### src/rtl/adc_req_scheduler.sv
// Round-robin scheduler sharing one SPI ADC controller among NUM_REQ requesters.
// Each accepted request becomes one config word, one start pulse and one tagged response.
module adc_req_scheduler #(
  parameter int NUM_REQ     = 4,
  parameter int ID_W        = 2,
  parameter bit UNIPOLAR    = 1'b1,
  parameter int TIMEOUT_CYC = 256
) (
  input  logic                 clk,
  input  logic                 reset,
  input  logic [NUM_REQ-1:0]   req_valid,
  input  logic [3*NUM_REQ-1:0] req_ch,
  output logic [NUM_REQ-1:0]   req_ready,
  output logic                 rsp_valid,
  input  logic                 rsp_ready,
  output logic [ID_W-1:0]      rsp_id,
  output logic [11:0]          rsp_data,
  output logic                 rsp_err,
  output logic [5:0]           adc_conf,
  output logic                 adc_start,
  input  logic                 adc_done,
  input  logic [11:0]          adc_data
);
  // Handshake: a request or response transfers on the rising edge where valid and ready
  // are both 1; valid is held by the source until then, ready may depend on valid.
  localparam int               CNT_W    = $clog2(TIMEOUT_CYC);
  localparam logic [CNT_W-1:0] CNT_LAST = CNT_W'(TIMEOUT_CYC - 1);
  localparam logic [ID_W-1:0]  PTR_RST  = ID_W'(NUM_REQ - 1);

  typedef enum logic [1:0] {S_IDLE, S_ISSUE, S_WAIT, S_RESP} state_t;

  state_t           state_q, state_d;
  logic [ID_W-1:0]  rr_ptr_q, rr_ptr_d;
  logic [ID_W-1:0]  id_q, id_d;
  logic [11:0]      data_q, data_d;
  logic             err_q, err_d;
  logic             start_q, start_d;
  logic [5:0]       conf_q, conf_d;
  logic [CNT_W-1:0] cnt_q, cnt_d;

  logic             win_found;
  logic [ID_W-1:0]  win_idx;
  logic [ID_W-1:0]  cand;
  logic [2:0]       win_ch;

  // Search starts just after the last winner so every requester gets a turn.
  always_comb begin
    win_found = 1'b0;
    win_idx   = '0;
    win_ch    = '0;
    cand      = '0;
    for (int k = 1; k <= NUM_REQ; k++) begin
      cand = ID_W'((int'(rr_ptr_q) + k) % NUM_REQ);
      if (!win_found && req_valid[cand]) begin
        win_found = 1'b1;
        win_idx   = cand;
        win_ch    = req_ch[3*cand +: 3];
      end
    end
  end

  always_comb begin
    req_ready = '0;
    if (state_q == S_IDLE && win_found && !reset) begin
      req_ready[win_idx] = 1'b1;
    end
  end

  always_comb begin
    state_d  = state_q;
    rr_ptr_d = rr_ptr_q;
    id_d     = id_q;
    conf_d   = conf_q;
    start_d  = 1'b0;
    cnt_d    = cnt_q;
    data_d   = data_q;
    err_d    = err_q;
    case (state_q)
      S_IDLE: begin
        if (win_found) begin
          id_d     = win_idx;
          rr_ptr_d = win_idx;
          conf_d   = {1'b1, win_ch[0], win_ch[2], win_ch[1], UNIPOLAR, 1'b0};
          start_d  = 1'b1;
          state_d  = S_ISSUE;
        end
      end
      S_ISSUE: begin
        cnt_d   = '0;
        state_d = S_WAIT;
      end
      S_WAIT: begin
        cnt_d = cnt_q + CNT_W'(1);
        // A done arriving on the last timeout cycle still counts as a good sample.
        if (adc_done) begin
          data_d  = adc_data;
          err_d   = 1'b0;
          state_d = S_RESP;
        end else if (cnt_q == CNT_LAST) begin
          data_d  = '0;
          err_d   = 1'b1;
          state_d = S_RESP;
        end
      end
      S_RESP: begin
        if (rsp_ready) state_d = S_IDLE;
      end
      default: state_d = S_IDLE;
    endcase
  end

  always_ff @(posedge clk or posedge reset) begin
    if (reset) begin
      state_q  <= S_IDLE;
      rr_ptr_q <= PTR_RST;
      id_q     <= '0;
      conf_q   <= '0;
      start_q  <= 1'b0;
      cnt_q    <= '0;
      data_q   <= '0;
      err_q    <= 1'b0;
    end else begin
      state_q  <= state_d;
      rr_ptr_q <= rr_ptr_d;
      id_q     <= id_d;
      conf_q   <= conf_d;
      start_q  <= start_d;
      cnt_q    <= cnt_d;
      data_q   <= data_d;
      err_q    <= err_d;
    end
  end

  assign rsp_valid = (state_q == S_RESP);
  assign rsp_id    = id_q;
  assign rsp_data  = data_q;
  assign rsp_err   = err_q;
  assign adc_conf  = conf_q;
  assign adc_start = start_q;

endmodule

### config.mk
export PLATFORM = sky130hd
export DESIGN_NAME = adc_req_scheduler
export DESIGN_NICKNAME = d
export VERILOG_FILES = /design/src/rtl/adc_req_scheduler.sv
export SDC_FILE = /design/constraint.sdc
export NUM_CORES = 1
export LEC_CHECK = 0
export ABC_CLOCK_PERIOD_IN_PS = 2350
export CAP_MARGIN = 20
export CORE_MARGIN = 2
export CORE_UTILIZATION = 42
export CTS_BUF_LIST = sky130_fd_sc_hd__clkbuf_4 sky130_fd_sc_hd__clkbuf_8
export DETAILED_ROUTE_END_ITERATION = 16
export GPL_TIMING_DRIVEN = 0
export PLACE_DENSITY = 0.82
export RECOVER_POWER = 100
export REMOVE_ABC_BUFFERS = 1
export SETUP_SLACK_MARGIN = 0.1
export SYNTH_ARGS = -nofsm -noshare
export SYNTH_HDL_FRONTEND = slang
export SYNTH_SLANG_ARGS = --single-unit
### constraint.sdc
create_clock -name clk -period 2.35 [get_ports clk]
set_input_delay 0.47 -clock clk [delete_from_list [all_inputs] [get_ports clk]]
set_output_delay 0.47 -clock clk [all_outputs]
set_load 0.03 [all_outputs]
==> results of run 1 <==
-- registers in the layout, summed over array words and instances (netlist names) --
register and cells:
state_q 2, cnt_q 8, adc_conf 4, rr_ptr_q 2
adc_start 1, rsp_data 12, rsp_id 2, rsp_err 1
-- power breakdown --
group	internal, mW	switching [mW]	leakage, nW
clock network	0.233	0.200	0.0510
registers	0.782	0.163	0.400
logic	0.901	1.08	0.740
total	1.92	1.45	1.19
-- worst min path at each step --
stage | to | startpoint | slack (ns)
finish | rsp_data[11] | rsp_data[11] | 0.48
global route | rsp_id[1] | rsp_id[1] | 0.52
CTS | rsp_id[1] | rsp_id[1] | 0.48
detailed placement | rsp_id[1] | rsp_id[1] | 0.47
global placement | rsp_id[1] | rsp_id[1] | 0.46
floorplan | cnt_q[0] | cnt_q[0] | 0.50
-- routing by layer --
metal	vias up	part of all wire (%)	wire, um	track usage (%)
li1	921	-	-	-
met1	908	44	2150	24.9
met2	52	50	2430	29.4
met3	10	4.5	220	3.66
met4	0	1.7	85	8.33
met5	-	0	0	0
-- kinds of logic (layout without fill, tap and decap cells) --
family,count (synthesis),in the layout,synth area share (%)
fa+ha+maj,5,5,3.00
compound gates,58,58,20.5
mux,16,16,8.53
xor+xnor,2,2,0.841
flops,32,32,38.6
simple gates,78,78,21.6
other cells,1,1,0.180
buf+inv,26,84,6.79
-- worst max-delay path: stages, from the launching register on --
cell	delay (ns)
sky130_fd_sc_hd__dfstp_4	0.66
sky130_fd_sc_hd__nor2b_4	0.05
sky130_fd_sc_hd__a21oi_2	0.12
sky130_fd_sc_hd__o221ai_2	0.12
sky130_fd_sc_hd__or2_4	0.26
sky130_fd_sc_hd__nor3_2	0.17
sky130_fd_sc_hd__buf_4	0.18
-- cells in the final DEF, fill, tap and decap left out, types with 2 or more instances in the layout --
cell and n:
sky130_fd_sc_hd__a21o_1 3, sky130_fd_sc_hd__a21oi_1 6, sky130_fd_sc_hd__a21oi_2 2, sky130_fd_sc_hd__a22o_1 12
sky130_fd_sc_hd__a31oi_1 6, sky130_fd_sc_hd__a32oi_1 6, sky130_fd_sc_hd__and2_1 4, sky130_fd_sc_hd__and3_1 2
sky130_fd_sc_hd__and3b_1 2, sky130_fd_sc_hd__buf_2 2, sky130_fd_sc_hd__buf_4 10, sky130_fd_sc_hd__buf_6 2
sky130_fd_sc_hd__clkbuf_8 6, sky130_fd_sc_hd__clkdlybuf4s15_2 2, sky130_fd_sc_hd__clkdlybuf4s50_1 48, sky130_fd_sc_hd__clkinv_2 2
sky130_fd_sc_hd__dfrtp_1 30, sky130_fd_sc_hd__dfstp_4 2, sky130_fd_sc_hd__ha_1 5, sky130_fd_sc_hd__inv_1 9
sky130_fd_sc_hd__mux2_2 4, sky130_fd_sc_hd__mux2i_1 11, sky130_fd_sc_hd__nand2_1 16, sky130_fd_sc_hd__nand2b_1 3
sky130_fd_sc_hd__nand3_1 12, sky130_fd_sc_hd__nand4_1 6, sky130_fd_sc_hd__nor2_1 12, sky130_fd_sc_hd__nor2b_1 3
sky130_fd_sc_hd__nor3b_1 4, sky130_fd_sc_hd__nor3b_2 2, sky130_fd_sc_hd__o21a_1 3, sky130_fd_sc_hd__o21ai_0 6
sky130_fd_sc_hd__o22ai_1 2, sky130_fd_sc_hd__o31ai_1 3, sky130_fd_sc_hd__o32ai_1 3
-- layout make-up --
cell class | count | area, um^2 | area share, %
clock buffers | 6 | 82.6 | 2.91
clock inverters | 2 | 10.0 | 0.353
inverters | 10 | 37.5 | 1.32
multi-input cells | 160 | 1180 | 41.6
flip-flops and latches | 32 | 811 | 28.6
well taps | 67 | 83.8 | 2.96
repair buffers | 66 | 633 | 22.3
-- repair_timing --
| item | in CTS | in global routing |
|---|---|---|
| buffers inserted | 5 | 3 |
| gates resized for setup | 50 | 4 |
| pin swaps | 0 | 3 |
| endpoints found under the setup margin | 8 | 4 |
==> out/metrics.json, run 1 <==
{
  "status": {"value": "completed"},
  "timing.setup.tns": {"value": 0, "unit": "ns"},
  "final.min_clock_period": {"value": 2.32, "unit": "ns"},
  "startpoint_type": {"value": "flop"},
  "core_region_area": {"value": 4750, "unit": "um^2"},
  "fillers": {"value": 405},
  "synthesis.area_per_instance": {"value": 9.56, "unit": "um^2"},
  "worstPathMaxFanout": {"value": 6},
  "cts-buffers-inserted": {"value": 5},
  "post_route_cells_drive_above_1_share": {"value": 17.0, "unit": "%"},
  "synth_most_common_cell": {"value": "sky130_fd_sc_hd__dfrtp_1"},
  "max_slew_margin": {"value": 30.6, "unit": "%"},
  "syn_inst": {"value": 218},
  "cp-startpoint": {"value": "rr_ptr_q[1]"},
  "initial_core_utilization": {"value": 43.8, "unit": "%"},
  "place.detailed.hpwl": {"value": 3.39, "unit": "mm"},
  "std_cell_rows": {"value": 25},
  "tritoncts": {"value": "yes"},
  "grt_antenna_before_repair": {"value": 0},
  "r2r_slack": {"value": 0.47, "unit": "ns"},
  "areaGrowthSynthToFinish": {"value": 36.2, "unit": "%"},
  "routed_wirelength": {"value": 4.89, "unit": "mm"},
  "worst_r2r_startpoint": {"value": "cnt_q[0]"},
  "type_of_destination_of_the_critical_path": {"value": "output pin"},
  "total_leakage_power": {"value": 1.19, "unit": "nW"},
  "design.die.area": {"value": 5540, "unit": "um^2"},
  "clock_tree.root_cell": {"value": "sky130_fd_sc_hd__clkbuf_8"},
  "worst-slew-pin-transition": {"value": 1.04, "unit": "ns"},
  "seq_area_frac_synth": {"value": 38.6, "unit": "%"},
  "timing.critical_path.required": {"value": 1.88, "unit": "ns"},
  "gr-total-overflow": {"value": 0},
  "timing_hold_violations_final": {"value": 0},
  "power-per-cell-area": {"value": 1190, "unit": "nW/um^2"},
  "rsz0062_at_grt": {"value": "yes"},
  "netlist_top_cells_area": {"value": "sky130_fd_sc_hd__dfrtp_1 (36%), sky130_fd_sc_hd__mux2i_1 (5.3%), sky130_fd_sc_hd__a22o_1 (5.0%), sky130_fd_sc_hd__ha_1 (3.0%), sky130_fd_sc_hd__nand3_1 (2.9%)"},
  "drtIter0Drc": {"value": 129},
  "power.ir.vdd_worst": {"value": 0.000784, "unit": "V"},
  "layout.core_utilization": {"value": 59.7, "unit": "%"},
  "grt_start_max_net_pins": {"value": 25},
  "maxCapViolCount": {"value": 0},
  "gp_congestion": {"value": 0.933},
  "die-height": {"value": 74.4, "unit": "um"},
  "number_of_h_tree_branching_levels": {"value": 2},
  "via_per_inst": {"value": 5.51},
  "synthesis_stage_register_bit_count": {"value": 32},
  "hold_path_depth": {"value": 1},
  "synthTopCellsByCount": {"value": "sky130_fd_sc_hd__dfrtp_1 (30), sky130_fd_sc_hd__nand2_1 (16), sky130_fd_sc_hd__a22o_1 (12), sky130_fd_sc_hd__nand3_1 (12), sky130_fd_sc_hd__nor2_1 (12)"},
  "maxSlewViolCount": {"value": 0},
  "first_pass_grt_wire_length": {"value": 7.88, "unit": "mm"},
  "dominant_synthesized_flop_cell": {"value": "sky130_fd_sc_hd__dfrtp_1"},
  "post_synth_instance_area": {"value": 2080, "unit": "um^2"},
  "final_area": {"value": 2840, "unit": "um^2"},
  "finalNetCount": {"value": 312},
  "min_period_over_period": {"value": 98.5, "unit": "%"},
  "grt_pass1_vias": {"value": 1727},
  "ant_nets": {"value": 0},
  "synth_top_cell_area_share": {"value": 36.0, "unit": "%"},
  "finalSetupViolCount": {"value": 0},
  "critical_path.endpoint": {"value": "req_ready[2]"},
  "cts_hold_buf": {"value": 0},
  "max_freq": {"value": 432, "unit": "MHz"},
  "buffer_ports.inserted": {"value": 57},
  "dpl.cell_count": {"value": 327},
  "postLayoutSetupSlackWorst": {"value": 0.0341, "unit": "ns"},
  "worst_r2r_endpoint": {"value": "state_q[1]"},
  "criticalPathCategory": {"value": "flop to output pin"},
  "routed-via-count": {"value": 1891},
  "io_pins": {"value": 59},
  "detail_route.drc_violations": {"value": 0},
  "synth-warning-count": {"value": 0},
  "gr-usage-all-layers": {"value": 18.7, "unit": "%"},
  "power.total": {"value": 3.36, "unit": "mW"},
  "die_w": {"value": 74.4, "unit": "um"},
  "initial_drt_pass_iterations": {"value": 4},
  "r2r.worst_path.cells": {"value": 6},
  "timing.clock.skew": {"value": 0.00545, "unit": "ns"},
  "avgRoutedWirePerCell": {"value": 14.3, "unit": "um"},
  "clkTransAtPathRegs": {"value": 0.06, "unit": "ns"},
  "synth_async_sr_flop_share": {"value": 100, "unit": "%"},
  "ctsLongestPathBuffers": {"value": 2},
  "clock_insertion_delay_worst_skew": {"value": 0.29, "unit": "ns"},
  "diodes": {"value": 0},
  "post-synth-top-area-cell": {"value": "sky130_fd_sc_hd__dfrtp_1"},
  "synthDistinctLibCells": {"value": 51},
  "synth_enable_flop_cells": {"value": 0},
  "tritoncts_num_sinks": {"value": 32},
  "final_cell_count_no_fill": {"value": 343},
  "arrival": {"value": 1.85, "unit": "ns"},
  "whs": {"value": 0.480, "unit": "ns"},
  "pre_cts_slack": {"value": -1.16, "unit": "ns"},
  "dpl-instance-area": {"value": 2660, "unit": "um^2"},
  "worst_hold_path_type": {"value": "flop to flop"}
}
Note: power is estimated with default switching activity, not from simulation.
==> inputs of run 2 (changes only) <==
- ABC_CLOCK_PERIOD_IN_PS: 2350 -> 2300
- clock period: 2.35 -> 2.3 ns (I/O delays scaled with it)
==> out/metrics.json, run 2 (synthesized netlist as in run 1, its figures left out) <==
{
  "areaGrowthSynthToFinish": {"value": 36.5, "unit": "%", "change": "was 36.2%"},
  "die-height": {"value": 74.4, "unit": "um", "change": "unchanged"},
  "post_route_cells_drive_above_1_share": {"value": 17.3, "unit": "%", "change": "was 17.0%"},
  "power-per-cell-area": {"value": 1210, "unit": "nW/um^2", "change": "was 1190 nW/um^2"},
  "clock_tree.root_cell": {"value": "sky130_fd_sc_hd__clkbuf_8", "change": "unchanged"},
  "buffer_ports.inserted": {"value": 57, "change": "unchanged"},
  "layout.core_utilization": {"value": 59.8, "unit": "%", "change": "was 59.7%"},
  "worst-slew-pin-transition": {"value": 1.04, "unit": "ns", "change": "about the same"},
  "hold_path_depth": {"value": 1, "change": "unchanged"},
  "final.min_clock_period": {"value": 2.31, "unit": "ns"},
  "rsz0062_at_grt": {"value": "yes", "change": "unchanged"},
  "first_pass_grt_wire_length": {"value": 7.89, "unit": "mm", "change": "was 7.88 mm"},
  "total_leakage_power": {"value": 1.20, "unit": "nW", "change": "was 1.19 nW"},
  "gr-usage-all-layers": {"value": 18.7, "unit": "%", "change": "about the same"},
  "worst_hold_path_type": {"value": "flop to flop", "change": "unchanged"},
  "worst_r2r_startpoint": {"value": "cnt_q[0]", "change": "unchanged"},
  "routed_wirelength": {"value": 4.83, "unit": "mm", "change": "was 4.89 mm"},
  "grt_antenna_before_repair": {"value": 0, "change": "unchanged"},
  "max_slew_margin": {"value": 30.9, "unit": "%", "change": "was 30.6%"},
  "arrival": {"value": 1.85, "unit": "ns", "change": "about the same"},
  "place.detailed.hpwl": {"value": 3.39, "unit": "mm", "change": "unchanged"},
  "grt_start_max_net_pins": {"value": 25, "change": "unchanged"},
  "ant_nets": {"value": 0, "change": "unchanged"},
  "via_per_inst": {"value": 5.49, "change": "was 5.51"},
  "whs": {"value": 0.480, "unit": "ns", "change": "about the same"},
  "worstPathMaxFanout": {"value": 6, "change": "unchanged"},
  "number_of_flip_flops_in_the_largest_register": {"value": 12, "change": "unchanged"},
  "r2r_slack": {"value": 0.42, "unit": "ns", "change": "was 0.47 ns"},
  "tritoncts": {"value": "yes", "change": "unchanged"},
  "layout_commonest_cell": {"value": "sky130_fd_sc_hd__clkdlybuf4s50_1", "change": "unchanged"},
  "cts_hold_buf": {"value": 0, "change": "unchanged"},
  "failing_checks": {"value": "setup timing"},
  "design.die.area": {"value": 5540, "unit": "um^2", "change": "unchanged"},
  "min_period_over_period": {"value": 100, "unit": "%"},
  "timing.clock.skew": {"value": 0.00562, "unit": "ns", "change": "was 0.00545 ns"},
  "cts-buffers-inserted": {"value": 5, "change": "unchanged"},
  "max_freq": {"value": 433, "unit": "MHz"},
  "worst_min_path_start": {"value": "rsp_data[11]", "change": "unchanged"},
  "power.ir.vdd_worst": {"value": 0.000808, "unit": "V", "change": "was 0.000784 V"},
  "initial_core_utilization": {"value": 43.8, "unit": "%", "change": "unchanged"},
  "dpl.cell_count": {"value": 327, "change": "unchanged"},
  "maxSlewViolCount": {"value": 0, "change": "unchanged"},
  "dpl-instance-area": {"value": 2660, "unit": "um^2", "change": "unchanged"},
  "gr-total-overflow": {"value": 0, "change": "unchanged"},
  "drtIter0Drc": {"value": 126, "change": "was 129"},
  "status": {"value": "complete, but fails checks", "change": "was completed"},
  "gp_congestion": {"value": 0.933, "change": "unchanged"},
  "number_of_h_tree_branching_levels": {"value": 2, "change": "unchanged"},
  "clkTransAtPathRegs": {"value": 0.06, "unit": "ns", "change": "about the same"},
  "power.total": {"value": 3.44, "unit": "mW", "change": "was 3.36 mW"},
  "worst_r2r_endpoint": {"value": "state_q[1]", "change": "unchanged"},
  "routed-via-count": {"value": 1888, "change": "was 1891"},
  "avgRoutedWirePerCell": {"value": 14.0, "unit": "um", "change": "was 14.3 um"},
  "final_cell_count_no_fill": {"value": 344, "change": "was 343"},
  "timing.setup.tns": {"value": -0.00797, "unit": "ns", "change": "was 0 ns"},
  "die_w": {"value": 74.4, "unit": "um", "change": "unchanged"},
  "io_pins": {"value": 59, "change": "unchanged"},
  "mostFrequentLayoutCells": {"value": "sky130_fd_sc_hd__clkdlybuf4s50_1 (48), sky130_fd_sc_hd__dfrtp_1 (30), sky130_fd_sc_hd__nand2_1 (16)", "change": "unchanged"},
  "initial_drt_pass_iterations": {"value": 4, "change": "unchanged"},
  "timing.critical_path.required": {"value": 1.84, "unit": "ns", "change": "was 1.88 ns"},
  "postLayoutSetupSlackWorst": {"value": -0.00797, "unit": "ns", "change": "was 0.0341 ns"},
  "r2r.worst_path.cells": {"value": 6, "change": "unchanged"},
  "ctsLongestPathBuffers": {"value": 2, "change": "unchanged"},
  "pre_cts_slack": {"value": -1.19, "unit": "ns", "change": "was -1.16 ns"},
  "finalNetCount": {"value": 313, "change": "was 312"},
  "finalSetupViolCount": {"value": 1, "change": "was 0"},
  "detail_route.drc_violations": {"value": 0, "change": "unchanged"},
  "grt_pass1_vias": {"value": 1727, "change": "unchanged"},
  "type_of_destination_of_the_critical_path": {"value": "output pin", "change": "unchanged"},
  "startpoint_type": {"value": "flop", "change": "unchanged"},
  "diodes": {"value": 0, "change": "unchanged"},
  "std_cell_rows": {"value": 25, "change": "unchanged"},
  "tritoncts_num_sinks": {"value": 32, "change": "unchanged"},
  "core_region_area": {"value": 4750, "unit": "um^2", "change": "unchanged"},
  "timing_hold_violations_final": {"value": 0, "change": "unchanged"},
  "min_to": {"value": "rsp_data[11]", "change": "unchanged"},
  "criticalPathCategory": {"value": "flop to output pin", "change": "unchanged"},
  "clock_insertion_delay_worst_skew": {"value": 0.29, "unit": "ns", "change": "about the same"},
  "final_area": {"value": 2840, "unit": "um^2", "change": "about the same"},
  "maxCapViolCount": {"value": 0, "change": "unchanged"}
}
## run 2: power breakdown
| group | switching (mW) | leakage (nW) | internal (mW) |
|---|---|---|---|
| registers | 0.165 | 0.400 | 0.799 |
| logic | 1.10 | 0.745 | 0.928 |
| clock network | 0.205 | 0.0510 | 0.238 |
| total | 1.48 | 1.20 | 1.96 |
## run 2: what timing repair did
item | CTS | global route
pin swaps | 0 | 2
setup endpoints to repair | 9 | 4
resized for setup | 52 | 1
buffers inserted | 6 | 3
## run 2: per-layer routing
layer	part of all wire, %	GRT usage, %	up-vias
met2	49	29.2	45
met5	0	0	-
met4	1.9	8.53	0
li1	-	-	922
met1	45	25.1	912
met3	4.3	3.66	9
## run 2: layout make-up
| type | instances | area (um^2) |
|---|---|---|
| Inverter | 10 | 37.5 |
| Multi-Input combinational cell | 160 | 1180 |
| Tap cell | 67 | 83.8 |
| Timing Repair Buffer | 67 | 641 |
| Sequential cell | 32 | 811 |
| Clock inverter | 2 | 10.0 |
| Fill cell | 407 | 1910 |
| Clock buffer | 6 | 82.6 |
## run 2: worst max path at each step
stage / start / to / slack [ns] / cells past startpoint
final: rr_ptr_q[1] / req_ready[2] / -0.008 / 6
after global routing: rr_ptr_q[1] / req_ready[2] / -0.1 / 6
after CTS: rr_ptr_q[1] / req_ready[0] / -0.002 / 6
after detailed placement: req_valid[2] / req_ready[0] / -1.19 / 7
after global placement: req_valid[2] / req_ready[0] / -1.17 / 7
after floorplan: rr_ptr_q[1] / req_ready[0] / -0.17 / 5
## run 2: worst max-delay path, cell delays in order (launching register included)
cell,delay [ns]
sky130_fd_sc_hd__dfstp_4,0.66
sky130_fd_sc_hd__nor2b_4,0.05
sky130_fd_sc_hd__a21oi_2,0.12
sky130_fd_sc_hd__o221ai_2,0.12
sky130_fd_sc_hd__or2_4,0.27
sky130_fd_sc_hd__nor3_2,0.17
sky130_fd_sc_hd__buf_4,0.18
